==> config.mk <==
export PLATFORM = sky130hd
export DESIGN_NAME = mips_cpu_regfile_lsu_flat
export DESIGN_NICKNAME = d
export VERILOG_FILES = /design/src/rtl/mips_cpu_regfile_lsu_if.sv /design/src/rtl/mips_cpu_regfile_lsu.sv /design/src/flat_wrapper.sv
export SDC_FILE = /design/constraint.sdc
export NUM_CORES = 2
export LEC_CHECK = 0
export CORE_ASPECT_RATIO = 1.25
export CORE_MARGIN = 5
export CORE_UTILIZATION = 42
export CTS_CLUSTER_SIZE = 10
export DETAILED_ROUTE_END_ITERATION = 16
export PLACE_DENSITY = 0.58
export SYNTH_ARGS = -nofsm -noshare
export SYNTH_HDL_FRONTEND = slang
export SYNTH_SLANG_ARGS = --single-unit
==> constraint.sdc <==
create_clock -name clk -period 5.6 [get_ports clk]
set_input_delay 1.12 -clock clk [delete_from_list [all_inputs] [get_ports clk]]
set_output_delay 1.12 -clock clk [all_outputs]
set_load 0.005 [all_outputs]
==> src/rtl/mips_cpu_regfile_lsu_if.sv <==
// Register-file / load-unit bus: decode read ports, ALU writeback, load issue
// and the data-memory response channel.
interface mips_cpu_regfile_lsu_if #(
  parameter int unsigned DATA_WIDTH = 32,
  parameter int unsigned NUM_REGS   = 32,
  parameter int unsigned READ_PORTS = 2
);
  localparam int unsigned AW = $clog2(NUM_REGS);
  localparam int unsigned OW = $clog2(DATA_WIDTH / 8);

  logic [READ_PORTS*AW-1:0]         rd_addr;
  logic [READ_PORTS*DATA_WIDTH-1:0] rd_data;
  logic [READ_PORTS-1:0]            rd_busy;
  logic                             wr_en;
  logic [AW-1:0]                    wr_addr;
  logic [DATA_WIDTH-1:0]            wr_data;
  logic                             ld_issue;
  logic                             ld_issue_ready;
  logic [AW-1:0]                    ld_dest;
  logic [2:0]                       ld_mode;
  logic [OW-1:0]                    ld_offset;
  logic                             ld_rvalid;
  logic                             ld_rready;
  logic [DATA_WIDTH-1:0]            ld_rdata;
  logic                             ld_err;
  logic [DATA_WIDTH-1:0]            regv0;

  modport master (
    output rd_addr, wr_en, wr_addr, wr_data, ld_issue, ld_dest, ld_mode, ld_offset,
    output ld_rvalid, ld_rdata,
    input  rd_data, rd_busy, ld_issue_ready, ld_rready, ld_err, regv0
  );

  modport slave (
    input  rd_addr, wr_en, wr_addr, wr_data, ld_issue, ld_dest, ld_mode, ld_offset,
    input  ld_rvalid, ld_rdata,
    output rd_data, rd_busy, ld_issue_ready, ld_rready, ld_err, regv0
  );
endinterface

==> src/rtl/mips_cpu_regfile_lsu.sv <==
// Multi-port register file with an in-order pending-load queue, per-register
// load scoreboard and MIPS load alignment/merge on retire.
module mips_cpu_regfile_lsu #(
  parameter int unsigned DATA_WIDTH = 32,
  parameter int unsigned NUM_REGS   = 32,
  parameter int unsigned READ_PORTS = 2,
  parameter int unsigned LD_DEPTH   = 4
) (
  input logic                   clk,
  input logic                   rst_n,
  mips_cpu_regfile_lsu_if.slave bus
);
  localparam int unsigned AW   = $clog2(NUM_REGS);
  localparam int unsigned NB   = DATA_WIDTH / 8;
  localparam int unsigned OW   = $clog2(NB);
  localparam int unsigned PW   = $clog2(LD_DEPTH);
  localparam int unsigned CW   = PW + 1;
  localparam int          NB_I = int'(NB);

  typedef enum logic [2:0] {
    ModeLw, ModeLb, ModeLbu, ModeLh, ModeLhu, ModeLwl, ModeLwr, ModeRsvd
  } ld_mode_e;

  logic [DATA_WIDTH-1:0] regs_q [NUM_REGS];
  logic [CW-1:0]         cnt_q  [NUM_REGS];
  logic [AW-1:0]         q_dest [LD_DEPTH];
  ld_mode_e              q_mode [LD_DEPTH];
  logic [OW-1:0]         q_off  [LD_DEPTH];
  logic [PW:0]           wp_q, rp_q;
  logic                  err_q;

  logic                  full, empty, issue, retire, bad, ld_we;
  logic [AW-1:0]         head_dest;
  ld_mode_e              head_mode;
  logic [OW-1:0]         head_off;
  int                    k;
  logic [7:0]            sel_b;
  logic [15:0]           sel_h;
  logic [DATA_WIDTH-1:0] merged;

  assign full   = (wp_q[PW] != rp_q[PW]) && (wp_q[PW-1:0] == rp_q[PW-1:0]);
  assign empty  = (wp_q == rp_q);
  assign issue  = bus.ld_issue && !full;
  assign retire = bus.ld_rvalid && !empty;

  assign bus.ld_issue_ready = !full;
  assign bus.ld_rready      = !empty;
  assign bus.ld_err         = err_q;
  assign bus.regv0          = regs_q[2];

  assign head_dest = q_dest[rp_q[PW-1:0]];
  assign head_mode = q_mode[rp_q[PW-1:0]];
  assign head_off  = q_off[rp_q[PW-1:0]];
  assign k         = int'(head_off);

  // Halfword upper byte taken at offset|1; odd offsets are rejected anyway.
  assign sel_b = bus.ld_rdata[{head_off, 3'b000} +: 8];
  assign sel_h = {bus.ld_rdata[{head_off | OW'(1), 3'b000} +: 8], sel_b};

  always_comb begin
    merged = regs_q[head_dest];
    bad    = 1'b0;
    unique case (head_mode)
      ModeLw:  merged = bus.ld_rdata;
      ModeLb:  merged = {{(DATA_WIDTH-8){sel_b[7]}}, sel_b};
      ModeLbu: merged = {{(DATA_WIDTH-8){1'b0}}, sel_b};
      ModeLh: begin
        merged = {{(DATA_WIDTH-16){sel_h[15]}}, sel_h};
        bad    = head_off[0];
      end
      ModeLhu: begin
        merged = {{(DATA_WIDTH-16){1'b0}}, sel_h};
        bad    = head_off[0];
      end
      ModeLwl: begin
        for (int b = 0; b < NB_I; b++) begin
          if (b >= NB_I - 1 - k) merged[b*8 +: 8] = bus.ld_rdata[(b - (NB_I - 1 - k))*8 +: 8];
        end
      end
      ModeLwr: begin
        for (int b = 0; b < NB_I; b++) begin
          if (b <= NB_I - 1 - k) merged[b*8 +: 8] = bus.ld_rdata[(b + k)*8 +: 8];
        end
      end
      ModeRsvd: bad = 1'b1;
    endcase
  end

  // A same-cycle ALU write to the destination takes precedence over the load.
  assign ld_we = retire && !bad && (head_dest != '0) &&
                 !(bus.wr_en && (bus.wr_addr == head_dest));

  for (genvar gi = 0; gi < READ_PORTS; gi++) begin : g_rd
    logic [AW-1:0] a;
    assign a = bus.rd_addr[gi*AW +: AW];
    assign bus.rd_data[gi*DATA_WIDTH +: DATA_WIDTH] =
        (a == '0)                        ? '0 :
        (bus.wr_en && bus.wr_addr == a)  ? bus.wr_data :
        (ld_we && head_dest == a)        ? merged : regs_q[a];
    assign bus.rd_busy[gi] = (cnt_q[a] != '0) &&
                             !((cnt_q[a] == CW'(1)) && retire && (head_dest == a));
  end

  always_ff @(posedge clk or negedge rst_n) begin
    if (!rst_n) begin
      for (int r = 0; r < int'(NUM_REGS); r++) begin
        regs_q[r] <= '0;
        cnt_q[r]  <= '0;
      end
      wp_q  <= '0;
      rp_q  <= '0;
      err_q <= 1'b0;
    end else begin
      if (issue)  wp_q <= wp_q + (PW+1)'(1);
      if (retire) rp_q <= rp_q + (PW+1)'(1);
      err_q <= retire && bad;
      if (bus.wr_en && (bus.wr_addr != '0)) regs_q[bus.wr_addr] <= bus.wr_data;
      if (ld_we) regs_q[head_dest] <= merged;
      for (int r = 1; r < int'(NUM_REGS); r++) begin
        if (issue && bus.ld_dest == AW'(r) && !(retire && head_dest == AW'(r))) begin
          cnt_q[r] <= cnt_q[r] + CW'(1);
        end else if (retire && head_dest == AW'(r) && !(issue && bus.ld_dest == AW'(r))) begin
          cnt_q[r] <= cnt_q[r] - CW'(1);
        end
      end
    end
  end

  // Queue payload needs no reset: only entries between the pointers are read.
  always_ff @(posedge clk) begin
    if (issue) begin
      q_dest[wp_q[PW-1:0]] <= bus.ld_dest;
      q_mode[wp_q[PW-1:0]] <= ld_mode_e'(bus.ld_mode);
      q_off[wp_q[PW-1:0]]  <= bus.ld_offset;
    end
  end
endmodule

==> src/flat_wrapper.sv <==
// flat-port wrapper written by rule: the top's interface ports become plain ports
module mips_cpu_regfile_lsu_flat 
#(
  parameter int unsigned DATA_WIDTH = 32,
  parameter int unsigned NUM_REGS   = 32,
  parameter int unsigned READ_PORTS = 2,
  parameter int unsigned LD_DEPTH   = 4
)
  (clk, rst_n, bus_rd_addr, bus_wr_en, bus_wr_addr, bus_wr_data, bus_ld_issue, bus_ld_dest, bus_ld_mode, bus_ld_offset, bus_ld_rvalid, bus_ld_rdata, bus_rd_data, bus_rd_busy, bus_ld_issue_ready, bus_ld_rready, bus_ld_err, bus_regv0);
  mips_cpu_regfile_lsu_if #(.DATA_WIDTH(DATA_WIDTH), .NUM_REGS(NUM_REGS), .READ_PORTS(READ_PORTS)) bus_i ();
  input logic clk;
  input logic rst_n;
  input wire logic [$bits(bus_i.rd_addr)-1:0] bus_rd_addr;
  input wire logic [$bits(bus_i.wr_en)-1:0] bus_wr_en;
  input wire logic [$bits(bus_i.wr_addr)-1:0] bus_wr_addr;
  input wire logic [$bits(bus_i.wr_data)-1:0] bus_wr_data;
  input wire logic [$bits(bus_i.ld_issue)-1:0] bus_ld_issue;
  input wire logic [$bits(bus_i.ld_dest)-1:0] bus_ld_dest;
  input wire logic [$bits(bus_i.ld_mode)-1:0] bus_ld_mode;
  input wire logic [$bits(bus_i.ld_offset)-1:0] bus_ld_offset;
  input wire logic [$bits(bus_i.ld_rvalid)-1:0] bus_ld_rvalid;
  input wire logic [$bits(bus_i.ld_rdata)-1:0] bus_ld_rdata;
  output wire logic [$bits(bus_i.rd_data)-1:0] bus_rd_data;
  output wire logic [$bits(bus_i.rd_busy)-1:0] bus_rd_busy;
  output wire logic [$bits(bus_i.ld_issue_ready)-1:0] bus_ld_issue_ready;
  output wire logic [$bits(bus_i.ld_rready)-1:0] bus_ld_rready;
  output wire logic [$bits(bus_i.ld_err)-1:0] bus_ld_err;
  output wire logic [$bits(bus_i.regv0)-1:0] bus_regv0;
  assign bus_i.rd_addr = bus_rd_addr;
  assign bus_i.wr_en = bus_wr_en;
  assign bus_i.wr_addr = bus_wr_addr;
  assign bus_i.wr_data = bus_wr_data;
  assign bus_i.ld_issue = bus_ld_issue;
  assign bus_i.ld_dest = bus_ld_dest;
  assign bus_i.ld_mode = bus_ld_mode;
  assign bus_i.ld_offset = bus_ld_offset;
  assign bus_i.ld_rvalid = bus_ld_rvalid;
  assign bus_i.ld_rdata = bus_ld_rdata;
  assign bus_rd_data = bus_i.rd_data;
  assign bus_rd_busy = bus_i.rd_busy;
  assign bus_ld_issue_ready = bus_i.ld_issue_ready;
  assign bus_ld_rready = bus_i.ld_rready;
  assign bus_ld_err = bus_i.ld_err;
  assign bus_regv0 = bus_i.regv0;
  mips_cpu_regfile_lsu #(.DATA_WIDTH(DATA_WIDTH), .NUM_REGS(NUM_REGS), .READ_PORTS(READ_PORTS), .LD_DEPTH(LD_DEPTH)) u_core (.clk(clk), .rst_n(rst_n), .bus(bus_i));
endmodule
==> flow_summary.json <==
{
  "grt.total_usage": 0.366,
  "crit_slowest_cell": "mux4_4",
  "power_density_mw_per_mm2": 677,
  "grt_first_pass_wirelength_microns": 556000,
  "top_layer": "met5",
  "antenna_violations_before_repair": 19,
  "num_rows": 184,
  "finish.utilization": 0.502,
  "post_drt_wl_per_cell_microns": 36.5,
  "drt-initial-drc-count": 11555,
  "fin_setup_tns_ns": -1.05,
  "ys_seq_elements": 1164,
  "via_count": 75973,
  "layout_min_cycle_time_ns": 5.76,
  "finalSetupViolCount": 16,
  "worst_slew_margin_rel": 0.0127,
  "drive_gt1_frac": 0.321,
  "maxClockFrequency_mhz": 174,
  "cp_max_fo": 14,
  "post_dp_cell_area_sq_mm": 0.0924,
  "report.final.slew_viol_count": 0,
  "clock_insertion_delay_worst_skew_ns": 0.83,
  "stdcell_area_sq_mm": 0.101,
  "cts.root.buffer_cell": "clkbuf_16",
  "synth_ff_type": "dfrtp_1",
  "worst_setup_path_start_kind": "flop",
  "ioPinCount": 195,
  "synth-edff-count": 40,
  "final.setup.worst_slack_ns": -0.156,
  "clk_transition_reported_paths_ns": 0.06,
  "cts-buffers-inserted": 141,
  "hold_path_class": "primary input to asynchronous set/reset pin",
  "syn_avg_cell_area_sq_um": 10.7,
  "final_cells": 10938,
  "worstMarginPinSlew_ns": 1.48,
  "timing.critical_path.arrival_ns": 4.64,
  "mappedNetlistNets": 8140,
  "cp_cell_sequence": "buf_6, mux4_4, buf_12, buf_16, buf_16, mux2i_1, mux2i_1, o21ai_1, and4_1, buf_6, o22ai_4, o211ai_1, a21oi_2, buf_2",
  "met1Wirelength_microns": 138000,
  "sum_of_routed_wire_length_over_all_layers_microns": 400000,
  "async_set_or_reset_register_ratio_after_synthesis": 0.966,
  "remaining_drc_errors": 0,
  "finClkSkew_ns": 0.0403,
  "post_synth_num_cell_types": 89,
  "via_per_inst": 6.95,
  "grt_setup_unrepaired": "yes",
  "die_y_microns": 513,
  "area.growth.synth_to_final_pct": 18.9,
  "maxCapViolCount": 0,
  "tritoncts_num_sinks": 1164,
  "placed_cells": 10483,
  "static-leakage-power_nw": 41.4,
  "synth-seq-area-share": 0.345,
  "post-dp-hpwl_microns": 249000,
  "final_net_count": 8301,
  "grt_max_degree": 153,
  "layout.filler_cells": 17743,
  "max-vdd-ir-drop_mv": 0.488,
  "synth.yosys.warnings": 3,
  "layout_worst_path_cycle_share": 1.03,
  "drt_pre_antenna_iters": 10,
  "routed-wl-met2_microns": 173000,
  "final-seq-area_sq_mm": 0.0293,
  "ctsLongestPathBuffers": 3,
  "tritoncts": "done",
  "syn_area_sq_mm": 0.0851,
  "outcome": "complete, but fails checks",
  "io_buffer_count": 194,
  "worst-setup-path-type": "flop to primary output",
  "wl_met3_microns": 51900,
  "start_util": 0.422,
  "area_of_the_multi_input_gates_sq_mm": 0.0538,
  "required_ns": 4.48,
  "die_outline_area_sq_mm": 0.212,
  "dieWidth_microns": 413,
  "gp_congestion": 0.997,
  "core-area_sq_mm": 0.201,
  "violations": "setup timing",
  "max_stage_delay_ns": 0.75,
  "grt.overflow.total": 0,
  "hold_violations": 0,
  "post-layout-total-power_w": 0.0685,
  "synth_instances": 7973,
  "first_global_vias": 73615,
  "crit_path_end_kind": "primary output",
  "drtAntennaViolNets": 0,
  "number_of_levels_the_h_tree_was_split_into": 4
}
==> Yosys cell counts (100+ instances only) <==
| master | count | area [sq um] |
|---|---|---|
| mux2i_1 | 632 | 6330 |
| a211oi_1 | 322 | 2420 |
| mux4_2 | 830 | 18700 |
| a21oi_1 | 707 | 3540 |
| clkbuf_1 | 505 | 1900 |
| o21ai_0 | 502 | 2510 |
| dfrtp_1 | 1124 | 28100 |
| nor2_1 | 561 | 2110 |
| nor2b_1 | 277 | 1730 |
| nand2_1 | 741 | 2780 |
| buf_1 | 100 | 375 |
| buf_2 | 267 | 1340 |
| mux2_2 | 403 | 4540 |
==> layer usage <==
metal	vias to the layer above	global-route usage
li1	30179	-
met1	38383	0.449
met2	5814	0.536
met3	1581	0.118
met4	16	0.281
met5	-	0.000681
==> placed cells by master (no fill, tap or decap), types with 44 or more instances in the layout <==
cell	synthesis	routed
nand2_1	741	720
buf_4	64	524
a211oi_1	322	303
nor3_1	67	52
xor2_1	81	77
nand3_1	81	49
buf_6	8	64
mux2_2	403	397
mux2i_1	632	614
dfrtp_1	1124	1124
clkdlybuf4s50_1	0	120
clkbuf_16	0	162
mux4_2	830	829
xnor2_1	44	44
o21ai_0	502	457
nor2_1	561	529
inv_1	46	45
a21oi_1	707	673
diode_2	0	50
nor2b_1	277	275
nor2_4	1	51
buf_12	0	132
==> kinds of logic after synthesis <==
group                      share of synthesized area
AOI/OAI and AO/OA                              0.131
and+or+nand+nor                               0.0994
DFF                                            0.345
xor gates and xnor gates                      0.0129
buffers and inverters                         0.0512
muxes                                          0.347
adders and majority gates                     0.0135
==> sequential cells by signal (all words and copies together), names as in the netlist <==
name               count
u_core.regs_q        992
u_core.cnt_q          93
u_core.bus.regv0      32
u_core.q_dest         20
u_core.q_mode         12
u_core.q_off           8
u_core.rp_q            3
u_core.wp_q            3
u_core.bus.ld_err      1
==> power breakdown <==
group / internal [W] / switching [W] / leakage, nW
clock network: 0.00488 / 0.00388 / 2.00
logic: 0.0190 / 0.0242 / 24.9
registers: 0.0122 / 0.00422 / 14.5
total: 0.0362 / 0.0323 / 41.4
==> cell type report <==
type                       instances  area share
antenna                           50     0.00124
clock buffer                     184      0.0387
clock inverter                    16     0.00141
inverter                          47     0.00174
multi-input combinational       5822       0.532
sequential                      1164       0.290
tap                             2697      0.0334
timing repair buffer             958       0.102
==> critical path: cells and delay by family (launching register included) <==
kind	cells	cell delay, ns
AO/OA/AOI/OAI	4	1.08
buffers and inverters	6	1.05
multiplexers	3	1.04
flip-flops	1	0.39
AND/OR/NAND/NOR	1	0.25
==> through the flow <==
stage | hold WS, ns | setup WS [ns]
after floorplan | 0.442 | 0.534
after global placement | 0.393 | -0.407
after detailed placement | 0.403 | -0.417
after CTS | 0.349 | -0.361
after global routing | 0.366 | -0.182
final | 0.338 | -0.156
==> timing repair <==
action / in CTS / in global routing
cloned: 23 / 17
resized for setup: 434 / 319
setup endpoints to repair: 64 / 63
pin swaps: 80 / 144
hold buffers: 0 / 0
buffers inserted: 90 / 92
==> worst paths after layout <==
path	slack (ns)	cells past startpoint	from	endpoint
max	-0.16	14	u_core.rp_q[0]	bus_rd_data[30]
min	0.34	1	rst_n	u_core.regs_q[160]
max reg2reg	0.71	14	u_core.rp_q[0]	u_core.regs_q[379]
min in group clk	0.41	0	u_core.regs_q[1007]	u_core.regs_q[1007]
max in group asynchronous	3.81	3	rst_n	u_core.regs_q[657]
min reg2reg	0.41	0	u_core.regs_q[1007]	u_core.regs_q[1007]
(Power assumes the default switching activity.)
